===== src/rtl/adc_dc_filter.sv =====
// DC-offset removal for the ADC sample stream: 256-sample boxcar mean, mean subtraction
// re-centred on mid-scale with saturation, and a per-window peak deviation for display.
module adc_dc_filter #(
  parameter int DW    = 10,
  parameter int LOG2N = 8
) (
  input  logic          sysclk,
  input  logic          rst_n,
  input  logic          data_valid,
  input  logic [DW-1:0] data_in,
  output logic [DW-1:0] data_out,
  output logic          out_valid,
  output logic [DW-1:0] mean,
  output logic [DW-1:0] peak_level,
  output logic          overrun
);

  localparam int            N   = 1 << LOG2N;
  localparam int            SW  = DW + LOG2N;
  localparam logic [DW-1:0] MID = {1'b1, {(DW-1){1'b0}}};
  localparam logic [DW-1:0] MAX = {DW{1'b1}};

  typedef enum logic [1:0] {IDLE, READ, UPDATE, OUT} state_t;

  state_t             state, state_next;
  logic [DW-1:0]      x;
  logic [DW-1:0]      old;
  logic [DW-1:0]      mem [N];
  logic [LOG2N-1:0]   ptr;
  logic               fill;
  logic [SW-1:0]      sum;
  logic [DW-1:0]      window_max;
  logic signed [DW+1:0] y;
  logic [DW-1:0]      y_sat;
  logic [DW-1:0]      dev;
  logic [DW-1:0]      dev_max;

  assign mean = sum[SW-1:LOG2N];

  // NOTE: the sample RAM has no reset; unwritten words are masked by fill, and a
  // reset term here would stop it mapping onto block RAM.
  always_ff @(posedge sysclk) begin
    if (state == UPDATE) mem[ptr] <= x;
    old <= mem[ptr];
  end

  // NOTE: every signal driven here gets a value before any branch so no latch is inferred.
  always_comb begin
    state_next = state;
    unique case (state)
      IDLE:    if (data_valid) state_next = READ;
      READ:    state_next = UPDATE;
      UPDATE:  state_next = OUT;
      OUT:     state_next = IDLE;
      default: state_next = IDLE;
    endcase
  end

  // In OUT, mean already reflects the sum updated by this sample.
  always_comb begin
    y     = signed'({2'b00, x}) - signed'({2'b00, mean}) + signed'({2'b00, MID});
    y_sat = y[DW-1:0];
    if (y < 0)                            y_sat = '0;
    else if (y > signed'({2'b00, MAX}))   y_sat = MAX;
    dev     = (y_sat >= MID) ? (y_sat - MID) : (MID - y_sat);
    dev_max = (dev > window_max) ? dev : window_max;
  end

  // NOTE: sequential state uses non-blocking assignments so every register sees
  // the pre-edge values of the others.
  always_ff @(posedge sysclk) begin
    if (!rst_n) begin
      state      <= IDLE;
      x          <= '0;
      ptr        <= '0;
      fill       <= 1'b0;
      sum        <= '0;
      window_max <= '0;
      data_out   <= MID;
      out_valid  <= 1'b0;
      peak_level <= '0;
      overrun    <= 1'b0;
    end else begin
      state     <= state_next;
      out_valid <= 1'b0;
      if (data_valid && state != IDLE) overrun <= 1'b1;
      unique case (state)
        IDLE: if (data_valid) x <= data_in;
        UPDATE: begin
          sum <= sum + SW'(x) - (fill ? SW'(old) : SW'(0));
          ptr <= ptr + 1'b1;
          if (&ptr) fill <= 1'b1;
        end
        OUT: begin
          data_out  <= y_sat;
          out_valid <= 1'b1;
          // ptr back at zero means this sample closed a window.
          if (ptr == '0) begin
            peak_level <= dev_max;
            window_max <= '0;
          end else begin
            window_max <= dev_max;
          end
        end
        default: ;
      endcase
    end
  end

endmodule


===== config.mk =====
export PLATFORM = sky130hd
export DESIGN_NAME = adc_dc_filter
export DESIGN_NICKNAME = d
export VERILOG_FILES = /design/src/rtl/adc_dc_filter.sv
export SDC_FILE = /design/constraint.sdc
export NUM_CORES = 2
export LEC_CHECK = 0
export BUFFER_PORTS_ARGS = -buffer_cell sky130_fd_sc_hd__buf_4
export CAP_MARGIN = 20
export CELL_PAD_IN_SITES_DETAIL_PLACEMENT = 2
export CELL_PAD_IN_SITES_GLOBAL_PLACEMENT = 2
export CORE_MARGIN = 4
export CORE_UTILIZATION = 43
export CTS_BUF_LIST = sky130_fd_sc_hd__clkbuf_4 sky130_fd_sc_hd__clkbuf_8
export CTS_CLUSTER_DIAMETER = 50
export DETAILED_ROUTE_END_ITERATION = 12
export PLACE_DENSITY = 0.65
export REMOVE_ABC_BUFFERS = 1
export SLEW_MARGIN = 20
export SYNTH_ARGS = -nofsm -noshare
export SYNTH_HDL_FRONTEND = slang
export SYNTH_SLANG_ARGS = --single-unit

===== constraint.sdc =====
create_clock -name sysclk -period 25.6 [get_ports sysclk]
set_clock_uncertainty 0.05 [all_clocks]
set_input_delay 2.56 -clock sysclk [delete_from_list [all_inputs] [get_ports sysclk]]
set_output_delay 2.56 -clock sysclk [all_outputs]
set_load 0.05 [all_outputs]

==> results.py <==
metrics = {
    "status": {
        "status": "finished, final reports clean",
    },
    "setup_path": {
        "required_ps": 26590,
        "startpoint": "x[1]$_SDFFE_PN0P_",
        "cp.arrival_ps": 9090,
        "r2r_cells": 26,
        "regToRegStartpoint": "x[1]$_SDFFE_PN0P_",
        "worstPathMaxFanout": 87,
        "r2r-end": "window_max[7]$_SDFFE_PN0P_",
        "cp-endpoint": "window_max[7]$_SDFFE_PN0P_",
        "r2r_setup_slack_ps": 17500,
        "critPathKind": "reg2reg",
        "endpoint_kind": "flip-flop",
        "startpoint_type": "flip-flop",
    },
    "sta": {
        "period_needed_ps": 8100,
        "slew-limit-headroom_pct": 6.91,
        "layout_worst_path_cycle_share_pct": 31.6,
        "timing.hold.ws_ps": 409,
        "setup_viol": 0,
        "tightest_slew_ps": 1390,
        "fmax_ghz": 0.123,
        "fin_ws_ps": 17500,
        "setup_tns_ps": 0,
        "rsz0062_at_grt": "false",
        "maxSlewViolCount": 0,
        "hold_viol_final": 0,
    },
    "routing": {
        "wl_per_cell_um": 36.6,
        "drtAntennaViolNets": 0,
        "first_iter_violations": 5829,
        "vias_per_cell": 6.05,
        "routed_wl_um": 317000,
        "drc": 0,
        "firstDrtPassIters": 7,
        "vias": 52400,
    },
    "finish": {
        "layout-drive-gt1-share_pct": 34.1,
        "n_fill_cell": 20700,
        "multi_input_area_um2": 24000,
        "num-nets-final": 5198,
        "final_cell_mix": "2,560 x edfxtp_1, 811 x mux4_2, 478 x clkbuf_8",
        "areaGrowthSynthToFinish_pct": 13.1,
        "final_common_cell": "edfxtp_1",
        "ff_latch_area_um2": 78600,
    },
    "clock_network": {
        "clock_path_buffers": 4,
        "clockRootBuffer": "clkbuf_8",
        "cts.htree.levels": 5,
        "cts.sinks": 2641,
        "cts_buffers": 456,
        "clk_pin_slew_ps": 60,
        "post-cts-setup-buffer-count": 0,
        "cts_hold_buf": 0,
        "clock_latency_ps": 1150,
        "cts_tree": "built",
        "ctsResizeCount": 0,
    },
    "synthesis": {
        "ys.flop_type": "edfxtp_1",
        "seq_area_frac_synth_pct": 75.6,
        "ys_types": 66,
        "syn_area_um2": 104000,
        "syn_avg_cell_area_um2": 22.0,
        "yosysWarnings": 0,
        "synthCells": 4720,
        "ys_seq_elements": 2641,
        "async_reset_ff_share_pct": 0,
        "synth-edff-count": 2560,
    },
    "global_routing": {
        "grt_start_max_net_pins": 209,
        "grt_antenna_before_repair": 13,
        "grt.overflow.total": 0,
        "grt_pass1_wl_um": 454000,
        "grt.total_usage_pct": 25.4,
        "grt_pass1_vias": 57100,
    },
    "power_and_ir_drop": {
        "max-vdd-ir-drop_uv": 143,
        "power_uw": 11700,
        "cellPowerDensity_nw_per_um2": 100,
        "p_leak_uw": 0.0363,
    },
    "floorplanning": {
        "core-area_um2": 240000,
        "rows": 180,
        "die-height_um": 499,
        "die_x_um": 499,
        "num_io_pins": 45,
        "start_util_pct": 43.2,
        "dieArea_um2": 249000,
    },
    "hold_path": {
        "hp-class": "reg2reg",
    },
    "placed_design": {
        "place.gp.congestion": 0.780,
        "dpl_worst_slack_ps": 17420,
        "hpwl_um": 185000,
        "port_buffers": 44,
    },
    "job": {
        "max_cap_viol_count": 0,
    },
}
[synthesized netlist by cell type, drive strengths merged, types with 5 or more instances]
master	n	area share, %
dfxtp	81	1.6
edfxtp	2560	74
o311ai	5	0.042
nor2b	25	0.15
a21oi	49	0.24
clkbuf	137	0.50
xor2	8	0.067
buf	141	0.79
and3	29	0.17
a22o	8	0.067
or3	9	0.054
fa	11	0.21
nor3	17	0.082
mux2	9	0.098
nand3	66	0.32
a31oi	13	0.078
nand2b	17	0.10
mux2i	25	0.24
a21o	12	0.087
a211oi	6	0.043
inv	85	0.31
ha	48	0.58
nor2	302	1.1
mux4	811	18
a22oi	11	0.080
nor4	5	0.030
and2	20	0.12
xnor2	18	0.15
o21ai	27	0.13
nand4	17	0.10
nand2	79	0.29
[worst max-delay path, stage by stage, from the launching register on]
cell and delay [ps]:
dfxtp_4 780, buf_6 660, ha_1 360, nor2b_1 150
o2111ai_1 260, nand3_1 180, a41oi_1 280, xnor2_1 230
inv_1 110, ha_1 590, inv_1 220, a2111oi_0 490
nor3_1 260, nor3_1 260, nand3_1 170, and4_1 290
or2_2 310, nor2_1 110, ha_1 160, nand3_1 120
a21oi_1 140, o41ai_1 110, a31o_2 360, nor3b_1 470
and2_1 400, nand2_1 100, o21ai_0 180
[power by group]
group | switching [µW] | internal (µW)
Sequential | 78.8 | 4960
Combinational | 1770 | 1140
Clock | 1770 | 2030
[flip-flops by register name, summed over array words and instances, names as in the netlist]
signal	count
out_valid	1
overrun	1
window_max	10
mem	2560
x	10
ptr	8
old	10
state	2
fill	1
data_out	10
sum	18
peak_level	10
[worst min path at each step]
stage | start | endpoint | slack [ps] | cells past startpoint
final | peak_level[2]$_SDFFE_PN0P_ | peak_level[2]$_SDFFE_PN0P_ | 410 | 2
after global routing | data_out[7]$_SDFFE_PN0P_ | data_out[7]$_SDFFE_PN0P_ | 450 | 2
after CTS | peak_level[2]$_SDFFE_PN0P_ | peak_level[2]$_SDFFE_PN0P_ | 420 | 2
after detailed placement | peak_level[2]$_SDFFE_PN0P_ | peak_level[2]$_SDFFE_PN0P_ | 410 | 2
after global placement | peak_level[2]$_SDFFE_PN0P_ | peak_level[2]$_SDFFE_PN0P_ | 400 | 2
after floorplan | sum[4]$_SDFFE_PN0P_ | sum[4]$_SDFFE_PN0P_ | 400 | 2
[per-stage QoR]
| step | cells | area, µm² | util, % |
|---|---|---|---|
| 2_1_floorplan | 4442 | 102000 | - |
| 3_3_place_gp | 7837 | 108000 | 45.1 |
| 3_5_place_dp | 7842 | 108000 | 45.1 |
| 4_1_cts | 8642 | 117000 | 48.7 |
| 5_1_grt | 8656 | 117000 | 48.9 |
| 6_report | 8660 | 117000 | 48.9 |
[routing by layer]
layer | vias to the layer above | GRT usage (%) | routed length, µm
li1 | 20600 | - | -
met1 | 28800 | 34.9 | 128000
met2 | 2426 | 41.4 | 157000
met4 | 6 | 8.49 | 9790
met3 | 513 | 4.65 | 21800
met5 | - | 0 | 46
[final cells by class]
type	count	share of cell area (%)
Antenna cell	7	0.0149
Inverter	85	0.272
Sequential cell	2641	66.9
Multi-Input combinational cell	1716	20.4
Timing Repair Buffer	226	1.61
Clock buffer	626	6.55
Clock inverter	174	0.894
Tap cell	3185	3.39
[logic make-up (layout without fill, tap and decap cells)]
logic type	count (synthesis)	count (layout)	share of synthesized area, %
flip-flops	2641	2641	75.6
multiplexers	845	845	17.9
AND/OR/NAND/NOR	598	598	2.60
buffers and inverters	363	1111	1.59
AO/OA/AOI/OAI	188	188	1.25
adder cells (fa/ha/maj)	59	59	0.791
XOR/XNOR	26	26	0.219
other	0	7	0
Power figures use the tool's default switching activity.
